===== src/rtl/instr_fetch_unit.sv =====
// Instruction fetch unit: owns the PC, reads 16-bit words from a synchronous
// instruction memory and offers them to the datapath over valid/ready.
module instr_fetch_unit #(
    parameter int                    ADDR_WIDTH = 16,
    parameter logic [ADDR_WIDTH-1:0] RESET_PC   = '0
) (
    input  logic                  clk,
    input  logic                  reset,
    output logic [ADDR_WIDTH-1:0] mem_addr,
    output logic                  mem_rd_en,
    input  logic [15:0]           mem_rdata,
    output logic [15:0]           instr,
    output logic                  instr_valid,
    input  logic                  instr_ready,
    output logic [ADDR_WIDTH-1:0] pc_out,
    input  logic                  redirect,
    input  logic [ADDR_WIDTH-1:0] redirect_pc,
    input  logic                  halt,
    output logic [15:0]           fetch_count
);

    // state | meaning
    // IDLE  | no read outstanding; waits for halt to drop
    // REQ   | read strobe issued for pc
    // CAPT  | memory data returning; latched into instr
    // HOLD  | instr offered to datapath until handshake
    typedef enum logic [1:0] {IDLE, REQ, CAPT, HOLD} state_t;

    state_t                  state;
    state_t                  nextState;
    logic [ADDR_WIDTH-1:0]   pc;
    logic                    handshake;
    logic                    loadInstr;
    logic                    advancePc;

    assign handshake = instr_valid & instr_ready;
    assign mem_addr  = pc;

    always_ff @(posedge clk) begin
        if (reset) state <= IDLE;
        else       state <= nextState;
    end

    always_comb begin
        nextState = state;
        loadInstr = 1'b0;
        advancePc = 1'b0;
        mem_rd_en = 1'b0;
        case (state)
            IDLE: if (!halt) nextState = REQ;
            REQ: begin
                mem_rd_en = 1'b1;
                nextState = CAPT;
            end
            CAPT: begin
                loadInstr = 1'b1;
                nextState = HOLD;
            end
            HOLD: begin
                if (handshake) begin
                    advancePc = 1'b1;
                    nextState = halt ? IDLE : REQ;
                end
            end
            default: nextState = IDLE;
        endcase
        // A redirect squashes whatever is in flight or held and refetches.
        if (redirect) begin
            loadInstr = 1'b0;
            nextState = halt ? IDLE : REQ;
        end
    end

    always_ff @(posedge clk) begin
        if (reset) begin
            pc          <= RESET_PC;
            pc_out      <= RESET_PC;
            instr       <= 16'h0000;
            instr_valid <= 1'b0;
            fetch_count <= 16'h0000;
        end else begin
            if (handshake && fetch_count != 16'hFFFF)
                fetch_count <= fetch_count + 16'd1;

            if (redirect)
                pc <= redirect_pc;
            else if (advancePc)
                pc <= pc + {{(ADDR_WIDTH-1){1'b0}}, 1'b1};

            if (redirect) begin
                instr_valid <= 1'b0;
            end else if (loadInstr) begin
                instr       <= mem_rdata;
                pc_out      <= pc;
                instr_valid <= 1'b1;
            end else if (handshake) begin
                instr_valid <= 1'b0;
            end
        end
    end

endmodule


===== config.mk =====
export PLATFORM = sky130hd
export DESIGN_NAME = instr_fetch_unit
export DESIGN_NICKNAME = d
export VERILOG_FILES = /design/src/rtl/instr_fetch_unit.sv
export SDC_FILE = /design/constraint.sdc
export NUM_CORES = 1
export LEC_CHECK = 0
export ABC_AREA = 1
export ABC_CLOCK_PERIOD_IN_PS = 1810
export BUFFER_PORTS_ARGS = -buffer_cell sky130_fd_sc_hd__buf_2
export CAP_MARGIN = 20
export CORE_MARGIN = 2
export CORE_UTILIZATION = 51
export DETAILED_ROUTE_END_ITERATION = 12
export PLACE_DENSITY = 0.8
export RECOVER_POWER = 25
export SLEW_MARGIN = 20
export SYNTH_ARGS = -nofsm -noshare
export SYNTH_HDL_FRONTEND = slang
export SYNTH_SLANG_ARGS = --single-unit
export TNS_END_PERCENT = 1

===== constraint.sdc =====
create_clock -name clk -period 1.81 [get_ports clk]
set_input_delay 0.362 -clock clk [delete_from_list [all_inputs] [get_ports clk]]
set_output_delay 0.362 -clock clk [all_outputs]
set_load 0.005 [all_outputs]

==> impl_metrics.yaml <==
synth:
  synth_async_sr_flop_share_pct: 0
  postSynthRegisterBits: 67
  synth_area_per_cell_um2: 6.90
  post_synth_fa_ha_maj_area_fraction_pct: 2.76
  top_ff_cell_synth: "sky130_fd_sc_hd__dfxtp_1"
  synth.mux.area_fraction_pct: 0
  synthXorXnorAreaFrac_pct: 3.86
  synthesis.instances: 460
  syn_nets: 504
  compound_gate_fraction_of_synth_area_pct: 15.9
  ys_seq_area_share_pct: 42.3
  yosysWarningCount: 0
  synth_largest_type_area_fraction_pct: 42.3
  dominant_cell_by_count_in_the_synthesized_netlist: "sky130_fd_sc_hd__nand2_1"
  synth_cell_type_count: 25
  synth_top_area_cell: "sky130_fd_sc_hd__dfxtp_1"
  combinational_family_with_the_most_area_after_synthesis: "simple AND/OR/NAND/NOR gates"
  synth_simple_gate_area_share_pct: 27.9
  synth_enable_flop_cells: 0
  synthesis.area_um2: 3170
  synth.top_cells.by_area: "sky130_fd_sc_hd__dfxtp_1, sky130_fd_sc_hd__nand2_1, sky130_fd_sc_hd__nor2_1"
  ys_top_cells_by_count: "sky130_fd_sc_hd__nand2_1, sky130_fd_sc_hd__nor2_1, sky130_fd_sc_hd__dfxtp_1"
critical_path:
  worst_path_cell_with_the_longest_stage_delay: "sky130_fd_sc_hd__dfxtp_1"
  crit_path_max_incr_delay_ns: 0.38
  worst_ep_arrival_time_ns: 1.90
  worstPathRequired_ns: 2.02
  worst_path_dominant_cell_family: "simple AND/OR/NAND/NOR gates"
  setup.worst_path.class: "reg -> reg"
  start_kind: "register"
  critical_path_buf_inv_count: 2
  critical_path_peak_fanout: 13
  critical_path.cell_chain: "ha_1 -> inv_1 -> nor2_2 -> nand2_2 -> o21ai_4 -> inv_2 -> nor2_1 -> nor2_1"
  end_kind: "register"
  worst_path_most_repeated_cell: "sky130_fd_sc_hd__nor2_1"
timing:
  final.setup_skew_ns: 0.0138
  post-route-min-period_ns: 1.69
  min_period_over_period_pct: 93.2
  slew_headroom_pct: 70.4
  finalSetupViolations: 0
  worst-slew-pin-transition_ns: 0.443
  setup_tns_ns: 0
  timing_max_transition_violations_final: 0
  finalHoldViolCount: 0
  achievable-frequency_mhz: 593
  setup_repair_after_global_routing_missed_its_margin: "false"
run:
  cap_viol_max_count: 0
global_route:
  global_route.usage.total_pct: 24.6
  number_of_antenna_violations_at_the_first_check_in_global_routing: 0
  grt_pass1_vias: 3140
  grt.overflow.total: 0
  grt_start_max_net_pins: 39
  grt_first_pass_wirelength_um: 14100
floorplan:
  fp.dieArea_um2: 6870
  num_rows: 28
  chipWidth_um: 82.9
  io_pins: 103
  core_region_um2: 5960
  die_h_um: 82.9
  start_util_pct: 53.3
detailed_routing:
  drt_first_iter_violations: 195
  num_vias: 3372
  routed_length_per_instance_um: 13.1
  drtAntennaViolNets: 0
  detail_route.wirelength_um: 8450
  drc: 0
  vias_per_cell: 5.21
  router_iterations_before_antenna_repair: 5
placement:
  placement.cell_area_um2: 3800
  placement.io_buffers: 102
  hpwlAfterDp_um: 6020
  place.gp.congestion: 0.918
finish:
  final_instance_area_um2: 3950
  flow.area_growth_from_synthesis_pct: 24.3
  drive_gt1_share_pct: 21.9
  diodes: 0
  nets: 611
clocking:
  max-clock-path-buffers: 2
  tritoncts_clock_tree: "built"
  clk_transition_reported_paths_ns: 0.07
  clock_sinks: 67
  htree_num_levels: 3
  root_buffer: "sky130_fd_sc_hd__clkbuf_8"
  number_of_buffers_created_by_cts: 9
  clock_insertion_delay_at_the_later_pin_of_the_skew_report_ns: 0.34
status:
  status: "completed"
hold_path:
  worstHoldPathType: "in -> reg"
power_and_ir_drop:
  worst_ir_drop_vdd_v: 0.000533
  power_leakage_nw: 1.82
  p_per_cell_area_nw_per_um2: 741
  totalPowerFinal_mw: 2.92
-- timing repair --
action,4_1_cts,5_1_grt
hold buffers,0,0
buffers inserted,0,0
endpoints found under the setup margin,0,18
resized for setup,0,4
-- worst min-delay path, delay by kind of cell --
kind	cells	cell delay, ns
and+or+nand+nor	2	0.12
buffers and inverters	1	0.07
-- logic make-up (layout without fill, tap and decap cells) --
family                     count (synthesis)  in the layout
and+or+nand+nor                          219            219
AOI/OAI and AO/OA                         95             95
DFF                                       67             67
buffers and inverters                     58            170
xor gates and xnor gates                  14             14
adders and majority gates                  7              7
-- stage by stage --
stage	hold slack [ns]	utilization (%)	cells	setup WS (ns)
floorplan	0.457	-	460	0.293
global placement	0.451	63.8	631	0.151
finish	0.256	66.2	647	0.123
global route	0.262	66.2	647	0.000256
detailed placement	0.455	63.8	631	0.0348
CTS	0.242	66.3	647	0.0223
-- placed cells by master (no fill, tap or decap) --
master / instances
sky130_fd_sc_hd__a211oi_1: 2
sky130_fd_sc_hd__a21oi_1: 34
sky130_fd_sc_hd__a21oi_2: 2
sky130_fd_sc_hd__a31oi_1: 2
sky130_fd_sc_hd__and2_1: 1
sky130_fd_sc_hd__buf_12: 1
sky130_fd_sc_hd__buf_2: 88
sky130_fd_sc_hd__buf_4: 10
sky130_fd_sc_hd__clkbuf_1: 18
sky130_fd_sc_hd__clkbuf_8: 9
sky130_fd_sc_hd__clkinv_2: 3
sky130_fd_sc_hd__dfxtp_1: 66
sky130_fd_sc_hd__dfxtp_2: 1
sky130_fd_sc_hd__ha_1: 7
sky130_fd_sc_hd__inv_1: 39
sky130_fd_sc_hd__inv_2: 2
sky130_fd_sc_hd__nand2_1: 92
sky130_fd_sc_hd__nand2_2: 2
sky130_fd_sc_hd__nand3_1: 23
sky130_fd_sc_hd__nand4_1: 6
sky130_fd_sc_hd__nor2_1: 86
sky130_fd_sc_hd__nor2_2: 4
sky130_fd_sc_hd__nor2_4: 1
sky130_fd_sc_hd__nor3_1: 3
sky130_fd_sc_hd__o211ai_1: 1
sky130_fd_sc_hd__o21ai_0: 52
sky130_fd_sc_hd__o21ai_4: 1
sky130_fd_sc_hd__o22ai_1: 1
sky130_fd_sc_hd__or2_2: 1
sky130_fd_sc_hd__xnor2_1: 7
sky130_fd_sc_hd__xor2_1: 7
-- power by group --
group          total [mW]  switching, mW  internal [mW]
registers            1.58         0.0507           1.53
logic               0.313          0.179          0.134
clock network        1.03          0.534          0.493
-- routing by layer --
metal  part of all wire (%)  vias up  wire length, um  global-route usage (%)
met3                    6.6       21              555                    5.47
met1                     46     1523             3910                    31.8
met5                      0        -                0                       0
li1                       -     1698                -                       -
met2                     45      130             3770                    39.1
met4                    2.5        0              210                    11.0
-- path summary, 6_finish.rpt --
path                                 endpoint  slack [ns]  depth (start not counted)                        start
setup / recovery  fetch_count[1]$_SDFFE_PP0P_        0.12                          8  fetch_count[1]$_SDFFE_PP0P_
hold / removal         instr[15]$_SDFFE_PP0P_        0.26                          3                mem_rdata[15]
setup reg to reg  fetch_count[1]$_SDFFE_PP0P_        0.12                          8  fetch_count[1]$_SDFFE_PP0P_
hold reg to reg        pc_out[8]$_SDFFE_PP0P_        0.47                          2       pc_out[8]$_SDFFE_PP0P_
-- layout make-up --
type	count	area (um2)
repair buffers	113	588
multi-input cells	335	1610
clock inverters	3	15.0
clock buffers	13	139
well taps	75	93.8
flip-flops and latches	67	1340
inverters	41	154
fillers	577	2010
-- state kept, by name, indices dropped and copies added, names as in the netlist --
register	cells
fetch_count	16
mem_addr	16
instr_valid	1
state	2
pc_out	16
instr	16
No activity file was read; power rests on OpenSTA's default activity.
